--- config.mk ---
export PLATFORM = sky130hd
export DESIGN_NAME = edca_backoff_counter_flat
export DESIGN_NICKNAME = d
export VERILOG_FILES = /design/src/rtl/edca_backoff_counter_if.sv /design/src/rtl/edca_backoff_counter.sv /design/src/flat_wrapper.sv
export SDC_FILE = /design/constraint.sdc
export NUM_CORES = 1
export LEC_CHECK = 0
export CAP_MARGIN = 20
export CORE_AREA = 2 2 80 113
export DETAILED_ROUTE_END_ITERATION = 10
export DIE_AREA = 0 0 82 115
export HOLD_SLACK_MARGIN = 0.03
export PLACE_DENSITY = 0.72
export RECOVER_POWER = 50
export SLEW_MARGIN = 40
export SYNTH_ARGS = -nofsm -noshare
export SYNTH_HDL_FRONTEND = slang
export SYNTH_SLANG_ARGS = --single-unit
--- constraint.sdc ---
create_clock -name ap_clk -period 1.9 [get_ports ap_clk]
set_input_delay 0.38 -clock ap_clk [delete_from_list [all_inputs] [get_ports ap_clk]]
set_output_delay 0.38 -clock ap_clk [all_outputs]
set_load 0.02 [all_outputs]
--- src/rtl/edca_backoff_counter_if.sv ---
// Signal bundle between the EDCA backoff counter and its MAC-side controller.
// The 17x17 backoff multiplier sits on the controller side of this bundle.
interface edca_backoff_counter_if;
    logic        start;
    logic        abort;
    logic [15:0] cw;
    logic        slot_tick;
    logic        medium_busy;
    logic [16:0] mul_a;
    logic [16:0] mul_b;
    logic [31:0] mul_p;
    logic        active;
    logic [15:0] slots_left;
    logic        backoff_done;

    modport master (
        output start, abort, cw, slot_tick, medium_busy, mul_p,
        input  mul_a, mul_b, active, slots_left, backoff_done
    );

    modport slave (
        input  start, abort, cw, slot_tick, medium_busy, mul_p,
        output mul_a, mul_b, active, slots_left, backoff_done
    );
endinterface

--- src/rtl/edca_backoff_counter.sv ---
// EDCA random backoff counter: draws slots_left = floor(rand * (cw+1) / 2^16),
// waits AIFSN idle slots, then counts idle slots down, re-arming AIFS on busy.
//
// state   | meaning
// --------+-----------------------------------------------------------
// S_IDLE  | waiting for start; LFSR free-running
// S_CALC  | one cycle: capture scaled backoff from the external multiplier
// S_AIFS  | counting consecutive idle slot ticks up to AIFSN
// S_COUNT | decrementing slots_left on each idle slot tick
// S_DONE  | one-cycle backoff_done pulse
module edca_backoff_counter #(
    parameter int unsigned AIFSN     = 2,       // must be >= 1
    parameter logic [15:0] LFSR_SEED = 16'hACE1 // must be nonzero
) (
    input  logic                  ap_clk,
    input  logic                  ap_rst_n,
    edca_backoff_counter_if.slave bus
);
    typedef enum logic [2:0] {
        S_IDLE,
        S_CALC,
        S_AIFS,
        S_COUNT,
        S_DONE
    } state_t;

    localparam int unsigned         AIFS_W    = (AIFSN < 1) ? 1 : $clog2(AIFSN + 1);
    localparam logic [AIFS_W-1:0]   AIFS_LAST = AIFS_W'(AIFSN);
    localparam logic [15:0]         LFSR_TAPS = 16'hB400;

    state_t              r_state;
    state_t              w_state_nxt;
    logic [15:0]         r_lfsr;
    logic [15:0]         w_lfsr_nxt;
    logic [15:0]         r_rand;
    logic [15:0]         w_rand_nxt;
    logic [15:0]         r_cw;
    logic [15:0]         w_cw_nxt;
    logic [AIFS_W-1:0]   r_aifs_cnt;
    logic [AIFS_W-1:0]   w_aifs_nxt;
    logic [AIFS_W-1:0]   w_aifs_inc;
    logic [15:0]         r_slots;
    logic [15:0]         w_slots_nxt;
    logic                w_idle_tick;
    logic                w_unused_mul_lo;

    // Galois form, shifting right; taps for x^16+x^14+x^13+x^11+1
    assign w_lfsr_nxt = {1'b0, r_lfsr[15:1]} ^ (r_lfsr[0] ? LFSR_TAPS : 16'h0000);

    // Busy wins over a coincident tick in both waiting phases
    assign w_idle_tick = bus.slot_tick & ~bus.medium_busy;
    assign w_aifs_inc  = r_aifs_cnt + AIFS_W'(1);

    always_comb begin
        w_state_nxt = r_state;
        w_rand_nxt  = r_rand;
        w_cw_nxt    = r_cw;
        w_aifs_nxt  = r_aifs_cnt;
        w_slots_nxt = r_slots;

        if ((r_state != S_IDLE) && bus.abort) begin
            w_state_nxt = S_IDLE;
            w_aifs_nxt  = '0;
            w_slots_nxt = '0;
        end else begin
            unique case (r_state)
                S_IDLE: begin
                    if (bus.start && !bus.abort) begin
                        w_rand_nxt  = r_lfsr;
                        w_cw_nxt    = bus.cw;
                        w_state_nxt = S_CALC;
                    end
                end
                S_CALC: begin
                    w_slots_nxt = bus.mul_p[31:16];
                    w_aifs_nxt  = '0;
                    w_state_nxt = S_AIFS;
                end
                S_AIFS: begin
                    if (bus.medium_busy) begin
                        w_aifs_nxt = '0;
                    end else if (w_idle_tick) begin
                        w_aifs_nxt = w_aifs_inc;
                        if (w_aifs_inc == AIFS_LAST) begin
                            w_state_nxt = (r_slots == 16'd0) ? S_DONE : S_COUNT;
                        end
                    end
                end
                S_COUNT: begin
                    if (bus.medium_busy) begin
                        w_aifs_nxt  = '0;
                        w_state_nxt = S_AIFS;
                    end else if (w_idle_tick) begin
                        w_slots_nxt = r_slots - 16'd1;
                        if (r_slots == 16'd1) begin
                            w_state_nxt = S_DONE;
                        end
                    end
                end
                S_DONE: begin
                    w_state_nxt = S_IDLE;
                end
                default: begin
                    w_state_nxt = S_IDLE;
                end
            endcase
        end
    end

    always_ff @(posedge ap_clk or negedge ap_rst_n) begin
        if (!ap_rst_n) begin
            r_state    <= S_IDLE;
            r_lfsr     <= LFSR_SEED;
            r_rand     <= '0;
            r_cw       <= '0;
            r_aifs_cnt <= '0;
            r_slots    <= '0;
        end else begin
            r_state    <= w_state_nxt;
            r_lfsr     <= w_lfsr_nxt;
            r_rand     <= w_rand_nxt;
            r_cw       <= w_cw_nxt;
            r_aifs_cnt <= w_aifs_nxt;
            r_slots    <= w_slots_nxt;
        end
    end

    // 17-bit operand B so cw = 16'hFFFF yields 17'h10000 rather than wrapping
    assign bus.mul_a        = {1'b0, r_rand};
    assign bus.mul_b        = {1'b0, r_cw} + 17'd1;
    assign bus.active       = (r_state != S_IDLE);
    assign bus.slots_left   = r_slots;
    assign bus.backoff_done = (r_state == S_DONE) && !bus.abort;

    // Only the integer part of the scaled product is used
    assign w_unused_mul_lo = ^bus.mul_p[15:0];
endmodule

--- src/flat_wrapper.sv ---
// flat-port wrapper written by rule: the top's interface ports become plain ports
module edca_backoff_counter_flat 
#(
    parameter int unsigned AIFSN     = 2,                      
    parameter logic [15:0] LFSR_SEED = 16'hACE1                   
)
  (ap_clk, ap_rst_n, bus_start, bus_abort, bus_cw, bus_slot_tick, bus_medium_busy, bus_mul_p, bus_mul_a, bus_mul_b, bus_active, bus_slots_left, bus_backoff_done);
  edca_backoff_counter_if bus_i ();
  input  logic ap_clk;
  input  logic ap_rst_n;
  input wire logic [$bits(bus_i.start)-1:0] bus_start;
  input wire logic [$bits(bus_i.abort)-1:0] bus_abort;
  input wire logic [$bits(bus_i.cw)-1:0] bus_cw;
  input wire logic [$bits(bus_i.slot_tick)-1:0] bus_slot_tick;
  input wire logic [$bits(bus_i.medium_busy)-1:0] bus_medium_busy;
  input wire logic [$bits(bus_i.mul_p)-1:0] bus_mul_p;
  output wire logic [$bits(bus_i.mul_a)-1:0] bus_mul_a;
  output wire logic [$bits(bus_i.mul_b)-1:0] bus_mul_b;
  output wire logic [$bits(bus_i.active)-1:0] bus_active;
  output wire logic [$bits(bus_i.slots_left)-1:0] bus_slots_left;
  output wire logic [$bits(bus_i.backoff_done)-1:0] bus_backoff_done;
  assign bus_i.start = bus_start;
  assign bus_i.abort = bus_abort;
  assign bus_i.cw = bus_cw;
  assign bus_i.slot_tick = bus_slot_tick;
  assign bus_i.medium_busy = bus_medium_busy;
  assign bus_i.mul_p = bus_mul_p;
  assign bus_mul_a = bus_i.mul_a;
  assign bus_mul_b = bus_i.mul_b;
  assign bus_active = bus_i.active;
  assign bus_slots_left = bus_i.slots_left;
  assign bus_backoff_done = bus_i.backoff_done;
  edca_backoff_counter #(.AIFSN(AIFSN), .LFSR_SEED(LFSR_SEED)) u_core (.ap_clk(ap_clk), .ap_rst_n(ap_rst_n), .bus(bus_i));
endmodule
==> qor.yml, run 1 <==
logic_synthesis:
  synth.ff_latch_count: 69
  synthesis.nets: 364
  post_synth_mux_area_share_pct: 11.6
  synth_seq_area_share_pct: 52.5
  asyncSetResetFlopFracSynth_pct: 100
  yosys.area_share.adder_pct: 1.89
  post_synthesis_simple_gate_area_fraction_pct: 14.4
  yosysWarningCount: 0
  post-synth-top-area-cell: "dfrtp_1"
  synth-main-ff-cell: "dfrtp_1"
  synth.distinct_cells: 49
  synth_top_family_by_area: "simple AND/OR/NAND/NOR gates"
  postSynthAreaPerCell_um2: 10.9
  synth-edff-count: 0
  synth_compound_area_share_pct: 12.3
  post-synth-top-area-fraction_pct: 46.1
  synthXorXnorAreaFrac_pct: 4.76
  synth_cells: 305
  synth_top_cells_by_area: "dfrtp_1 (46%), mux2_2 (11%), dfstp_2 (6.4%)"
  post_synth_instance_area_mm2: 0.00331
critical_path:
  critical_path.startpoint_type: "flop"
  critical_path_s_largest_stage_delay_ps: 350
  worst_path_top_cell_family_by_delay: "simple AND/OR/NAND/NOR gates"
  path_max_fanout: 3
  cells_traversed_along_the_worst_timing_path: "and4_4 > nand3_4 > nor3_4 > nand4_1 > xnor2_1 > buf_4"
  cp.arrival_ps: 1680
  worstPathRequired_ps: 1520
  timing.critical_path.to_type: "primary output"
  criticalPathCategory: "reg -> out"
  critical_path.n_buffers_inverters: 1
  critical-path-slowest-cell: "dfrtp_1"
detailed_routing:
  drt_iter0_markers: 194
  drcViolationCount: 0
  routed_wirelength_um: 8390
  ant_nets: 0
  drt_first_pass_iters: 4
  vias_per_inst: 5.25
  routed_wire_length_per_instance_um: 15.3
  dr_total_vias: 2885
clock_network:
  clkSlewWorstSetupHoldPaths_ps: 50
  cts-root-buf: "clkbuf_16"
  cts_max_level: 3
  clock_latency_on_the_worst_skew_pair_ps: 330
  cts.path.max_buffers: 2
  hold_buffers: 0
  cts_made_buffers: 9
  tritoncts_clock_tree: "built"
  clock-sinks: 69
grt:
  grt_max_degree: 70
  grt.total_usage_pct: 18.9
  first_global_vias: 2908
  grt_pass1_wl_um: 13400
  grt_antenna_before_repair: 0
  global_route.overflow_total: 0
timing:
  final_setup_margin_ps: -165
  timing_hold_violations_final: 0
  grt_setup_unrepaired: "true"
  totalNegativeSetupSlack_ps: -1040
  timing.final.crit_period_ps: 2060
  slew-limit-headroom_pct: -13.5
  setup_viol_count_final: 11
  drv_slew: 70
  worstMarginPinSlew_ps: 1700
  final.setup_skew_ps: 3.75
  fmax_mhz: 484
  timing.final.crit_share_pct: 109
min_path:
  hold_class: "reg -> reg"
floorplan:
  design.die.area_mm2: 0.00943
  i_o_pins: 106
  floorplan.core_area_mm2: 0.00841
  placement_rows: 40
  die-width_um: 82
  effective_utilization_at_floorplan_pct: 39.4
  floorplan.die.height_um: 115
power_and_ir_drop:
  vdd_drop_max_v: 0.000947
  power_density_mw_per_mm2: 1570
  power_leakage_nw: 2.27
  total_chip_power_w: 0.00792
layout:
  multiInputGateArea_mm2: 0.00158
  areaGrowthSynthToFinish_pct: 52.4
  layout_commonest_cell: "clkdlybuf4s50_1"
  n_fill_cell: 716
  mostFrequentLayoutCells: "clkdlybuf4s50_1 (68), dfrtp_1 (60), buf_4 (53)"
  final_net_count: 499
  final-seq-area_mm2: 0.00174
  antenna_cells: 0
  fraction_of_final_layout_cells_with_drive_strength_greater_than_1_pct: 31.7
place:
  place.port_buffers: 88
  placement.setup.worst_slack_ps: -329
  gp_congestion: 0.850
  dpl.hpwl_um: 5910
job:
  cap_viol_max_count: 1
run_status:
  failed_checks: "max-capacitance violations, max-slew violations, negative setup slack"
  status: "finished, violations left"
==> cell families (layout without fill, tap and decap cells) <==
logic type	Yosys count	after routing
muxes	34	34
and+or+nand+nor	91	91
buffers and inverters	20	160
AOI/OAI and AO/OA	67	67
other	1	1
xor gates and xnor gates	18	18
adders and majority gates	5	5
DFF	69	69
==> final cells by class <==
| class | count | share of cell area, % |
|---|---|---|
| Multi-Input combinational cell | 216 | 31.3 |
| Tap cell | 105 | 2.60 |
| Inverter | 7 | 0.521 |
| Timing Repair Buffer | 137 | 24.1 |
| Sequential cell | 69 | 34.4 |
| Clock inverter | 5 | 2.13 |
| Clock buffer | 11 | 4.81 |
==> per-layer routing <==
| layer | vias up | global-route usage, % | part of all wire [%] | wire length, um |
|---|---|---|---|---|
| met2 | 96 | 32.5 | 52 | 4380 |
| met5 | - | 0 | 0 | 0 |
| met4 | 0 | 9.22 | 2.6 | 215 |
| met1 | 1407 | 21.9 | 40 | 3380 |
| li1 | 1363 | - | - | - |
| met3 | 19 | 3.85 | 4.9 | 413 |
==> worst register-to-register path, cell delays in order, from the launching register on <==
cell and delay (ps):
dfrtp_1 380, or4_4 560, nor3_4 150, and4b_4 290, o211a_1 160, mux2_4 310
==> cells in the mapped netlist (all sizes together), types with 4 or more instances <==
library cell / instances
nand4: 4
a21oi: 12
and3: 4
ha: 5
dfrtp: 61
o21ai: 28
nand2: 19
nor2b: 5
a31oi: 5
xor2: 6
mux2: 33
nor3: 9
nor2: 21
xnor2: 12
a21o: 4
clkbuf: 10
dfstp: 8
nand3: 16
inv: 7
==> stage by stage <==
step | std cells | util [%] | hold slack [ps] | instance area, um^2
floorplan | 305 | - | 84.4 | 3310
global placement | 533 | 55.5 | 355 | 4660
detailed placement | 533 | 55.5 | 359 | 4660
CTS | 550 | 59.6 | 78.0 | 5010
global route | 550 | 60.0 | 364 | 5040
finish | 550 | 60.0 | 362 | 5040
==> sequential cells by signal, summed over array words and instances (netlist names) <==
register / flops
u_core.r_state: 3
u_core.r_cw: 16
u_core.r_aifs_cnt: 2
u_core.r_rand: 16
u_core.bus.slots_left: 16
u_core.r_lfsr: 16
==> repair_timing <==
action,4_1_cts,5_1_grt
endpoints found under the setup margin,22,20
gates resized for setup,87,17
buffers inserted,1,0
pin swaps,7,9
==> worst paths after layout <==
path                            cells past startpoint                     start                  endpoint  slack [ps]
worst min register to register                      0          u_core.r_lfsr[6]          u_core.r_lfsr[5]         360
worst min-delay path                                0          u_core.r_lfsr[6]          u_core.r_lfsr[5]         360
max in group asynchronous                           2                  ap_rst_n  u_core.bus.slots_left[5]         180
worst max register to register                      5  u_core.bus.slots_left[8]         u_core.r_state[1]         -60
min in group asynchronous                           2                  ap_rst_n      u_core.r_aifs_cnt[0]         570
worst max-delay path                                6            u_core.r_cw[9]             bus_mul_b[15]        -160
==> report_power, final <==
group	leakage (nW)	switching (W)	internal, W	total (W)
sequential	0.884	0.000342	0.00182	0.00216
clock	0.170	0.000603	0.00132	0.00192
combinational	1.21	0.00196	0.00187	0.00383
Power figures use the tool's default switching activity.
==> run 2, diff against run 1 <==
--- a/config.mk
+++ b/config.mk
@@ -7,8 +7,10 @@
 export LEC_CHECK = 0
 export CAP_MARGIN = 20
 export CORE_AREA = 2 2 80 113
+export CTS_CLUSTER_DIAMETER = 150
 export DETAILED_ROUTE_END_ITERATION = 10
 export DIE_AREA = 0 0 82 115
+export GPL_ROUTABILITY_DRIVEN = 0
 export HOLD_SLACK_MARGIN = 0.03
 export PLACE_DENSITY = 0.72
 export RECOVER_POWER = 50
==> results of run 2 <==
Same layout as run 1: the final DEF is identical, and so are final timing and power.
==> run 3, diff against run 2 <==
--- a/config.mk
+++ b/config.mk
@@ -11,7 +11,7 @@
 export DETAILED_ROUTE_END_ITERATION = 10
 export DIE_AREA = 0 0 82 115
 export GPL_ROUTABILITY_DRIVEN = 0
-export HOLD_SLACK_MARGIN = 0.03
+export HOLD_SLACK_MARGIN = 0.06
 export PLACE_DENSITY = 0.72
 export RECOVER_POWER = 50
 export SLEW_MARGIN = 40
==> results of run 3 <==
Same layout as run 1: the final DEF is identical, and so are final timing and power.
